===== src/rtl/regfile_pkg.sv =====
// Shared definitions for the multiport register file: parameter defaults,
// the clear-sweep state encoding and the packed-port slicing helper.
package regfile_pkg;

  localparam int DATA_W_DEF  = 32;
  localparam int ADDR_W_DEF  = 5;
  localparam int NUM_RD_DEF  = 2;
  localparam int ZERO_R0_DEF = 1;
  localparam int BYPASS_DEF  = 1;

  typedef enum logic {
    IDLE  = 1'b0,
    CLEAR = 1'b1
  } clr_state_e;

  // Low bit of port 'idx' inside a flattened bus of 'width'-bit fields.
  function automatic int unsigned slice_lo(input int unsigned idx, input int unsigned width);
    return idx * width;
  endfunction

endpackage


===== src/rtl/regfile_multiport_if.sv =====
// Bus between decode/writeback (master) and the register file (slave).
// Read ports are flattened: port i lives at [i*W +: W].
interface regfile_multiport_if #(
  parameter int DATA_W = regfile_pkg::DATA_W_DEF,
  parameter int ADDR_W = regfile_pkg::ADDR_W_DEF,
  parameter int NUM_RD = regfile_pkg::NUM_RD_DEF
);

  logic [NUM_RD-1:0]        rd_en;
  logic [NUM_RD*ADDR_W-1:0] rd_addr;
  logic [NUM_RD*DATA_W-1:0] rd_data;
  logic [NUM_RD-1:0]        rd_valid;
  logic                     wr_en;
  logic [ADDR_W-1:0]        wr_addr;
  logic [DATA_W-1:0]        wr_data;
  logic                     clr_req;
  logic                     busy;

  modport master (
    output rd_en, rd_addr, wr_en, wr_addr, wr_data, clr_req,
    input  rd_data, rd_valid, busy
  );

  modport slave (
    input  rd_en, rd_addr, wr_en, wr_addr, wr_data, clr_req,
    output rd_data, rd_valid, busy
  );

endinterface


===== src/rtl/regfile_clear_fsm.sv =====
// Hardware clear sweep: once started it writes zero to every entry, one per
// cycle from entry 0 upward, and then falls back to IDLE. A single pass only.
module regfile_clear_fsm
  import regfile_pkg::*;
#(
  parameter int ADDR_W = ADDR_W_DEF
) (
  input  logic              clk,
  input  logic              reset_n,
  input  logic              clr_req,
  output logic              busy,
  output logic              sweep_we,
  output logic [ADDR_W-1:0] sweep_addr
);

  localparam logic [ADDR_W-1:0] LAST_ADDR = '1;

  clr_state_e        state_q, state_d;
  logic [ADDR_W-1:0] cnt_q, cnt_d;

  // Next state and sweep write request; clr_req only matters while idle.
  always_comb begin
    state_d    = state_q;
    cnt_d      = cnt_q;
    sweep_we   = 1'b0;
    sweep_addr = cnt_q;
    case (state_q)
      IDLE: begin
        if (clr_req) begin
          state_d = CLEAR;
          cnt_d   = '0;
        end
      end
      CLEAR: begin
        sweep_we = 1'b1;
        if (cnt_q == LAST_ADDR) begin
          state_d = IDLE;
          cnt_d   = '0;
        end else begin
          cnt_d = cnt_q + 1'b1;
        end
      end
      default: begin
        state_d = IDLE;
        cnt_d   = '0;
      end
    endcase
  end

  // State and sweep counter registers; reset aborts any sweep in progress.
  always_ff @(posedge clk or negedge reset_n) begin
    if (!reset_n) begin
      state_q <= IDLE;
      cnt_q   <= '0;
    end else begin
      state_q <= state_d;
      cnt_q   <= cnt_d;
    end
  end

  assign busy = (state_q == CLEAR);

endmodule


===== src/rtl/regfile_multiport.sv =====
// Parametrised register file: one write per cycle (port or clear sweep),
// NUM_RD registered read ports with optional write bypass and zero register.
module regfile_multiport
  import regfile_pkg::*;
#(
  parameter int DATA_W  = DATA_W_DEF,
  parameter int ADDR_W  = ADDR_W_DEF,
  parameter int NUM_RD  = NUM_RD_DEF,
  parameter int ZERO_R0 = ZERO_R0_DEF,
  parameter int BYPASS  = BYPASS_DEF
) (
  input  logic              clk,
  input  logic              reset_n,
  regfile_multiport_if.slave bus
);

  localparam int DEPTH = 1 << ADDR_W;

  logic [DATA_W-1:0] mem_q [DEPTH];
  logic [DATA_W-1:0] mem_d [DEPTH];

  logic              sweep_busy;
  logic              sweep_we;
  logic [ADDR_W-1:0] sweep_addr;

  logic              port_we;
  logic              int_we;
  logic [ADDR_W-1:0] int_addr;
  logic [DATA_W-1:0] int_data;

  logic [ADDR_W-1:0] rd_addr_w  [NUM_RD];
  logic [DATA_W-1:0] rd_data_q  [NUM_RD];
  logic [DATA_W-1:0] rd_data_d  [NUM_RD];
  logic [NUM_RD-1:0] rd_valid_q, rd_valid_d;
  logic [NUM_RD*DATA_W-1:0] rd_data_flat;

  regfile_clear_fsm #(
    .ADDR_W(ADDR_W)
  ) u_clear_fsm (
    .clk       (clk),
    .reset_n   (reset_n),
    .clr_req   (bus.clr_req),
    .busy      (sweep_busy),
    .sweep_we  (sweep_we),
    .sweep_addr(sweep_addr)
  );

  // Pick the single internal write: the sweep owns the array while busy,
  // otherwise the port, except that entry 0 is protected when hard-wired.
  always_comb begin
    port_we  = bus.wr_en && !sweep_busy && !((ZERO_R0 != 0) && (bus.wr_addr == '0));
    int_we   = port_we;
    int_addr = bus.wr_addr;
    int_data = bus.wr_data;
    if (sweep_busy) begin
      int_we   = sweep_we;
      int_addr = sweep_addr;
      int_data = '0;
    end
  end

  // Next array contents after the internal write.
  always_comb begin
    mem_d = mem_q;
    if (int_we) begin
      mem_d[int_addr] = int_data;
    end
  end

  // Storage array; reset clears every entry.
  always_ff @(posedge clk or negedge reset_n) begin
    if (!reset_n) begin
      for (int i = 0; i < DEPTH; i++) begin
        mem_q[i] <= '0;
      end
    end else begin
      mem_q <= mem_d;
    end
  end

  // Unpack the per-port read addresses.
  always_comb begin
    for (int i = 0; i < NUM_RD; i++) begin
      rd_addr_w[i] = bus.rd_addr[slice_lo(i, ADDR_W) +: ADDR_W];
    end
  end

  // Per-port read data: zero register first, then bypass, then the array.
  always_comb begin
    rd_valid_d = bus.rd_en;
    for (int i = 0; i < NUM_RD; i++) begin
      rd_data_d[i] = rd_data_q[i];
      if (bus.rd_en[i]) begin
        if ((ZERO_R0 != 0) && (rd_addr_w[i] == '0)) begin
          rd_data_d[i] = '0;
        end else if ((BYPASS != 0) && int_we && (int_addr == rd_addr_w[i])) begin
          rd_data_d[i] = int_data;
        end else begin
          rd_data_d[i] = mem_q[rd_addr_w[i]];
        end
      end
    end
  end

  // Read output registers; data holds when a port is not enabled.
  always_ff @(posedge clk or negedge reset_n) begin
    if (!reset_n) begin
      rd_valid_q <= '0;
      for (int i = 0; i < NUM_RD; i++) begin
        rd_data_q[i] <= '0;
      end
    end else begin
      rd_valid_q <= rd_valid_d;
      for (int i = 0; i < NUM_RD; i++) begin
        rd_data_q[i] <= rd_data_d[i];
      end
    end
  end

  // Flatten read data back onto the bus.
  always_comb begin
    rd_data_flat = '0;
    for (int i = 0; i < NUM_RD; i++) begin
      rd_data_flat[slice_lo(i, DATA_W) +: DATA_W] = rd_data_q[i];
    end
  end

  assign bus.rd_data  = rd_data_flat;
  assign bus.rd_valid = rd_valid_q;
  assign bus.busy     = sweep_busy;

endmodule


===== src/flat_wrapper.sv =====
// flat-port wrapper written by rule: the top's interface ports become plain ports
module regfile_multiport_flat import regfile_pkg::*;
#(
  parameter int DATA_W  = DATA_W_DEF,
  parameter int ADDR_W  = ADDR_W_DEF,
  parameter int NUM_RD  = NUM_RD_DEF,
  parameter int ZERO_R0 = ZERO_R0_DEF,
  parameter int BYPASS  = BYPASS_DEF
)
  (clk, reset_n, bus_rd_en, bus_rd_addr, bus_wr_en, bus_wr_addr, bus_wr_data, bus_clr_req, bus_rd_data, bus_rd_valid, bus_busy);
  regfile_multiport_if #(.DATA_W(DATA_W), .ADDR_W(ADDR_W), .NUM_RD(NUM_RD)) bus_i ();
  input  logic clk;
  input  logic reset_n;
  input wire logic [$bits(bus_i.rd_en)-1:0] bus_rd_en;
  input wire logic [$bits(bus_i.rd_addr)-1:0] bus_rd_addr;
  input wire logic [$bits(bus_i.wr_en)-1:0] bus_wr_en;
  input wire logic [$bits(bus_i.wr_addr)-1:0] bus_wr_addr;
  input wire logic [$bits(bus_i.wr_data)-1:0] bus_wr_data;
  input wire logic [$bits(bus_i.clr_req)-1:0] bus_clr_req;
  output wire logic [$bits(bus_i.rd_data)-1:0] bus_rd_data;
  output wire logic [$bits(bus_i.rd_valid)-1:0] bus_rd_valid;
  output wire logic [$bits(bus_i.busy)-1:0] bus_busy;
  assign bus_i.rd_en = bus_rd_en;
  assign bus_i.rd_addr = bus_rd_addr;
  assign bus_i.wr_en = bus_wr_en;
  assign bus_i.wr_addr = bus_wr_addr;
  assign bus_i.wr_data = bus_wr_data;
  assign bus_i.clr_req = bus_clr_req;
  assign bus_rd_data = bus_i.rd_data;
  assign bus_rd_valid = bus_i.rd_valid;
  assign bus_busy = bus_i.busy;
  regfile_multiport #(.DATA_W(DATA_W), .ADDR_W(ADDR_W), .NUM_RD(NUM_RD), .ZERO_R0(ZERO_R0), .BYPASS(BYPASS)) u_core (.clk(clk), .reset_n(reset_n), .bus(bus_i));
endmodule

===== config.mk =====
export PLATFORM = sky130hd
export DESIGN_NAME = regfile_multiport_flat
export DESIGN_NICKNAME = d
export VERILOG_FILES = /design/src/rtl/regfile_pkg.sv /design/src/rtl/regfile_multiport_if.sv /design/src/rtl/regfile_clear_fsm.sv /design/src/rtl/regfile_multiport.sv /design/src/flat_wrapper.sv
export SDC_FILE = /design/constraint.sdc
export NUM_CORES = 2
export LEC_CHECK = 0
export CELL_PAD_IN_SITES_DETAIL_PLACEMENT = 0
export CELL_PAD_IN_SITES_GLOBAL_PLACEMENT = 1
export CORE_MARGIN = 10
export CORE_UTILIZATION = 46
export CTS_CLUSTER_SIZE = 20
export DETAILED_ROUTE_END_ITERATION = 6
export PLACE_DENSITY_LB_ADDON = 0.1
export SLEW_MARGIN = 30
export SYNTH_ARGS = -nofsm -noshare
export SYNTH_HDL_FRONTEND = slang
export SYNTH_SLANG_ARGS = --single-unit

===== constraint.sdc =====
create_clock -name clk -period 2.1 [get_ports clk]
set_input_delay 0.21 -clock clk [delete_from_list [all_inputs] [get_ports clk]]
set_output_delay 0.21 -clock clk [all_outputs]
set_load 0.01 [all_outputs]

==> results.txt <==
Hold violation total from the final report: 0. For the detailed router's first-iteration violation count, the log shows 5224. In the final routed layout, each cell accounts on average for 31.21 µm.

The clock tree synthesis step divided the H-tree into 4 levels. Clock tree synthesis selected as its root buffer the cell clkbuf_16. In this run the remaining antenna-violating nets after routing total 0.

Averaged over all synthesized cells, the footprint is 10.71 µm². Total leakage power: 29.74 nW. Worst-case setup margin in the final layout: -0.1678 ns. The final worst clock skew was 0.01876 ns. For the number of clock sinks, the log shows 1096. In this run the tightest slew margin relative to its limit is 40.50%. The total area inside the core boundary comes to 0.1200 mm². The time the worst path needs with I/O delays and setup was 2.268 ns; the post-synthesis sequential element count was 1096.

The switching portion of total power works out to 36.01%. For this run the aggregate overflow at the end of global routing stands at 0. Required time of the critical path: 2.67 ns. For this configuration, the core starts out at a cell density of 46.30%.

In the synthesized netlist the dominant register cell turns out to be dfrtp_1. The via count of the first global-routing pass is 43992, and the number of nets in the final layout is 5578. The first global-routing pass estimated 320000 µm of wire.

Yosys instantiated no cell more often than dfrtp_1. The number of distinct library cells after synthesis came out at 60. The longest clock path from root to sink contains 3 buffers. For the placer congestion estimate, the log shows 0.8972. Traced cell by cell, the critical path runs through buf_6 > mux2i_1 > buf_4 > xnor2_1 > buf_4 > nor3_4 > a31o_4 > buf_12 > o221ai_1. The largest incremental delay on the critical path was 0.55 ns; the number of rows in the core area was 127. The type of the setup path with the least slack is reg2reg. Counting instances in the post-synthesis netlist gives the leading cell types as 1096 x dfrtp_1, 1057 x o21ai_0, 1001 x nand2_1. The die is 367.5 µm tall.

At the later pin of the worst-skew pair, clock insertion delay measures 0.73 ns. Once placement completed, the tool counted placed cells totaling 6946. The number of vias per cell is 6.344. The tightest min-delay check is of the in2async type. Data on the critical path arrives at its endpoint at 2.83 ns. The power per standard cell area works out to 1270 mW/mm². In the final layout, the share of cells above drive strength 1 is 28.13%. The final wirelength was 225700 µm. After legalization and detailed placement, the total HPWL measured 146800 µm.

Clock-pin slew was measured on the worst setup and hold paths at 0.06 ns. Library cell appearing most often on the critical path: buf_4. The internal power of the cells totals 56.94 mW. The largest individual stage delay along the critical path comes from the cell dfrtp_4. IR analysis of the VDD net gives a maximum drop of 887.1 µV.

The port buffer count came out at 119. Number of violations of the max-capacitance limit: 0. The top cell type by area accounts for 49.37% of the synthesized area.

For the maximum number of pins on one net before global-route repair, the log shows 107. Setup violations remaining at the end of the flow were counted as 705. The clock network fraction of design power is 26.4%. TritonCTS built the clock tree. The relative area change from synthesis to final layout was 26.13%. Yosys mapped a number of flops with a built-in enable equal to 0.

Static timing analysis puts the maximum clock frequency at 441.0 MHz. The cell area after synthesis was 0.05555 mm²; the number of antenna violations at the first check in global routing was 3. The pre-antenna-repair detailed-routing pass consisted of 6 iterations.

Setup repair after global routing could not meet its margin everywhere. The share of the cycle needed by the critical path after routing came out at 108.0%. The post-synthesis cell type with the largest combined area was dfrtp_1. Prior to clock tree synthesis, the placed netlist has a worst setup slack of -0.4655 ns.

The post-route DRC violation count is 0, and the switching component of the power is 32.04 mW. The die is 367.5 µm wide. The tools report the sequential fraction of the synthesis area as 49.37%. Area of the die: 0.1351 mm².

Actual transition at the worst max-transition pin: 0.8926 ns. The logs give 120 for the number of ports placed on the die boundary and 45877 for the total number of vias. Of all flip-flops after synthesis, the portion carrying an async set or reset was 100.0%.

Global routing consumed, over all layers together, 32.08% of the routing resources. The power consumption is 88.99 mW. Yosys attributes the largest share of cell area to dfrtp_1 49%, mux4_2 15%, o21ai_0 9.5%. Counting the buffers created by CTS gives 131. The logs give 5186 for the post-synthesis instance total and 0 for the max-slew violation count. For this run, the number of standard cells in the final layout without fillers is 7232.

Sequential cells burn 38.7% of the power. The number of nets handed over by synthesis was 5241. In this run, the combinational gates consume 34.9% of the power. The Yosys step of the flow raised 0 warnings.

In this run the worst path has a maximum fanout of 13. The tools report the kind of end point of the critical path as a register. STA classifies the critical path startpoint as a register.

The checks that failed: setup timing. The run finished, with violations left.
==> path summary, 6_finish.rpt <==
kind	cells past startpoint	end	start	slack, ns
max	9	u_core.bus.rd_data[6]	u_core.u_clear_fsm.busy	-0.17
min	3	u_core.mem_q[740]	reset_n	0.17
min reg2reg	2	u_core.mem_q[513]	u_core.mem_q[513]	0.49
max reg2reg	9	u_core.bus.rd_data[6]	u_core.u_clear_fsm.busy	-0.17
max in group asynchronous	3	u_core.mem_q[268]	reset_n	1.31
min in group clk	2	u_core.bus.rd_valid[0]	bus_rd_en[0]	0.17
==> power by group through the flow <==
stage | registers [mW] | clock network [mW] | logic [mW]
5_1_grt | 35.3 | 24.6 | 33.1
3_5_place_dp | 34.3 | 0 | 27.6
3_3_place_gp | 34.0 | 0 | 27.3
6_report | 34.5 | 23.5 | 31.1
4_1_cts | 34.0 | 23.7 | 28.9
2_1_floorplan | 32.4 | 0 | 15.9
==> through the flow <==
step	setup TNS, ns	cell area [µm²]	hold slack, ns	utilization [%]
finish	-42.20	70060	0.1745	58.40
global route	-103.18	70050	0.1260	58.39
CTS	-17.57	69090	0.1095	57.59
detailed placement	-159.68	63910	0.1571	53.27
global placement	-136.13	63910	0.1555	53.27
floorplan	-30.23	55610	-0.08559	-
==> cells in the final DEF (no fill, tap or decap), types with 27 or more instances in the layout <==
cell type	Yosys	routed
a211oi_1	64	64
a22o_1	33	33
a22oi_1	32	32
and2_1	32	32
buf_12	0	223
buf_4	2	347
clkbuf_16	0	152
clkbuf_8	0	27
clkdlybuf4s50_1	0	111
dfrtp_1	1096	1095
mux2_2	199	197
mux4_2	380	380
nand2_1	1001	946
nand2_2	1	36
nand2b_1	83	81
nor2_1	36	34
nor2b_1	69	67
nor3_1	101	96
o211ai_1	32	32
o21ai_0	1057	955
o21ai_1	2	73
o21ai_2	0	31
o22ai_1	190	190
o31ai_1	31	31
==> final cells by class <==
cell class                 count  area [µm²]
antenna                        3       7.507
clock inverter                34       421.7
clock buffer                 193        3973
inverter                      22       82.58
fill                        9925       49910
timing repair buffer         747        9329
multi-input combinational   3525       26800
sequential                  1096       27430
tap                         1612        2017
==> worst max-delay path: cells and delay by family (launching register included) <==
family	cells	cell delay, ns
and+or+nand+nor	1	0.19
buffers and inverters	4	0.67
xor gates and xnor gates	1	0.13
DFF	1	0.55
muxes	1	0.10
AOI/OAI and AO/OA	2	0.40
==> kinds of logic (layout without fill, tap and decap cells) <==
group,count (synthesis),after routing,share of synthesized area [%]
buffers and inverters,565,996,3.996
xor gates and xnor gates,14,14,0.2207
adders and majority gates,2,2,0.04504
AOI/OAI and AO/OA,1518,1518,15.56
DFF,1096,1096,49.37
other,0,3,0
and+or+nand+nor,1404,1404,11.19
muxes,587,587,19.61
==> routing by layer <==
metal / vias to the layer above / track usage (%) / part of all wire, %
met4: 0 / 10.59 / 3.6
met1: 23494 / 47.01 / 43
li1: 19639 / - / -
met3: 454 / 5.826 / 9.3
met2: 2290 / 47.94 / 44
met5: - / 0 / 0
==> timing repair <==
item                                   4_1_cts  5_1_grt
cloned                                       6       19
setup endpoints to repair                  797     1008
resized for setup                          117      217
endpoints found under the hold margin      582        0
pin swaps                                   14       37
hold buffers                                 3        0
setup buffers                               26        7
==> state kept, by name, summed over array words and instances, names as in the netlist <==
| name | flops |
|---|---|
| u_core.mem_q | 1024 |
| u_core.bus.rd_data | 64 |
| u_core.u_clear_fsm.sweep_addr | 5 |
| u_core.bus.rd_valid | 2 |
| u_core.u_clear_fsm.busy | 1 |
No activity file was read; power rests on OpenSTA's default activity.
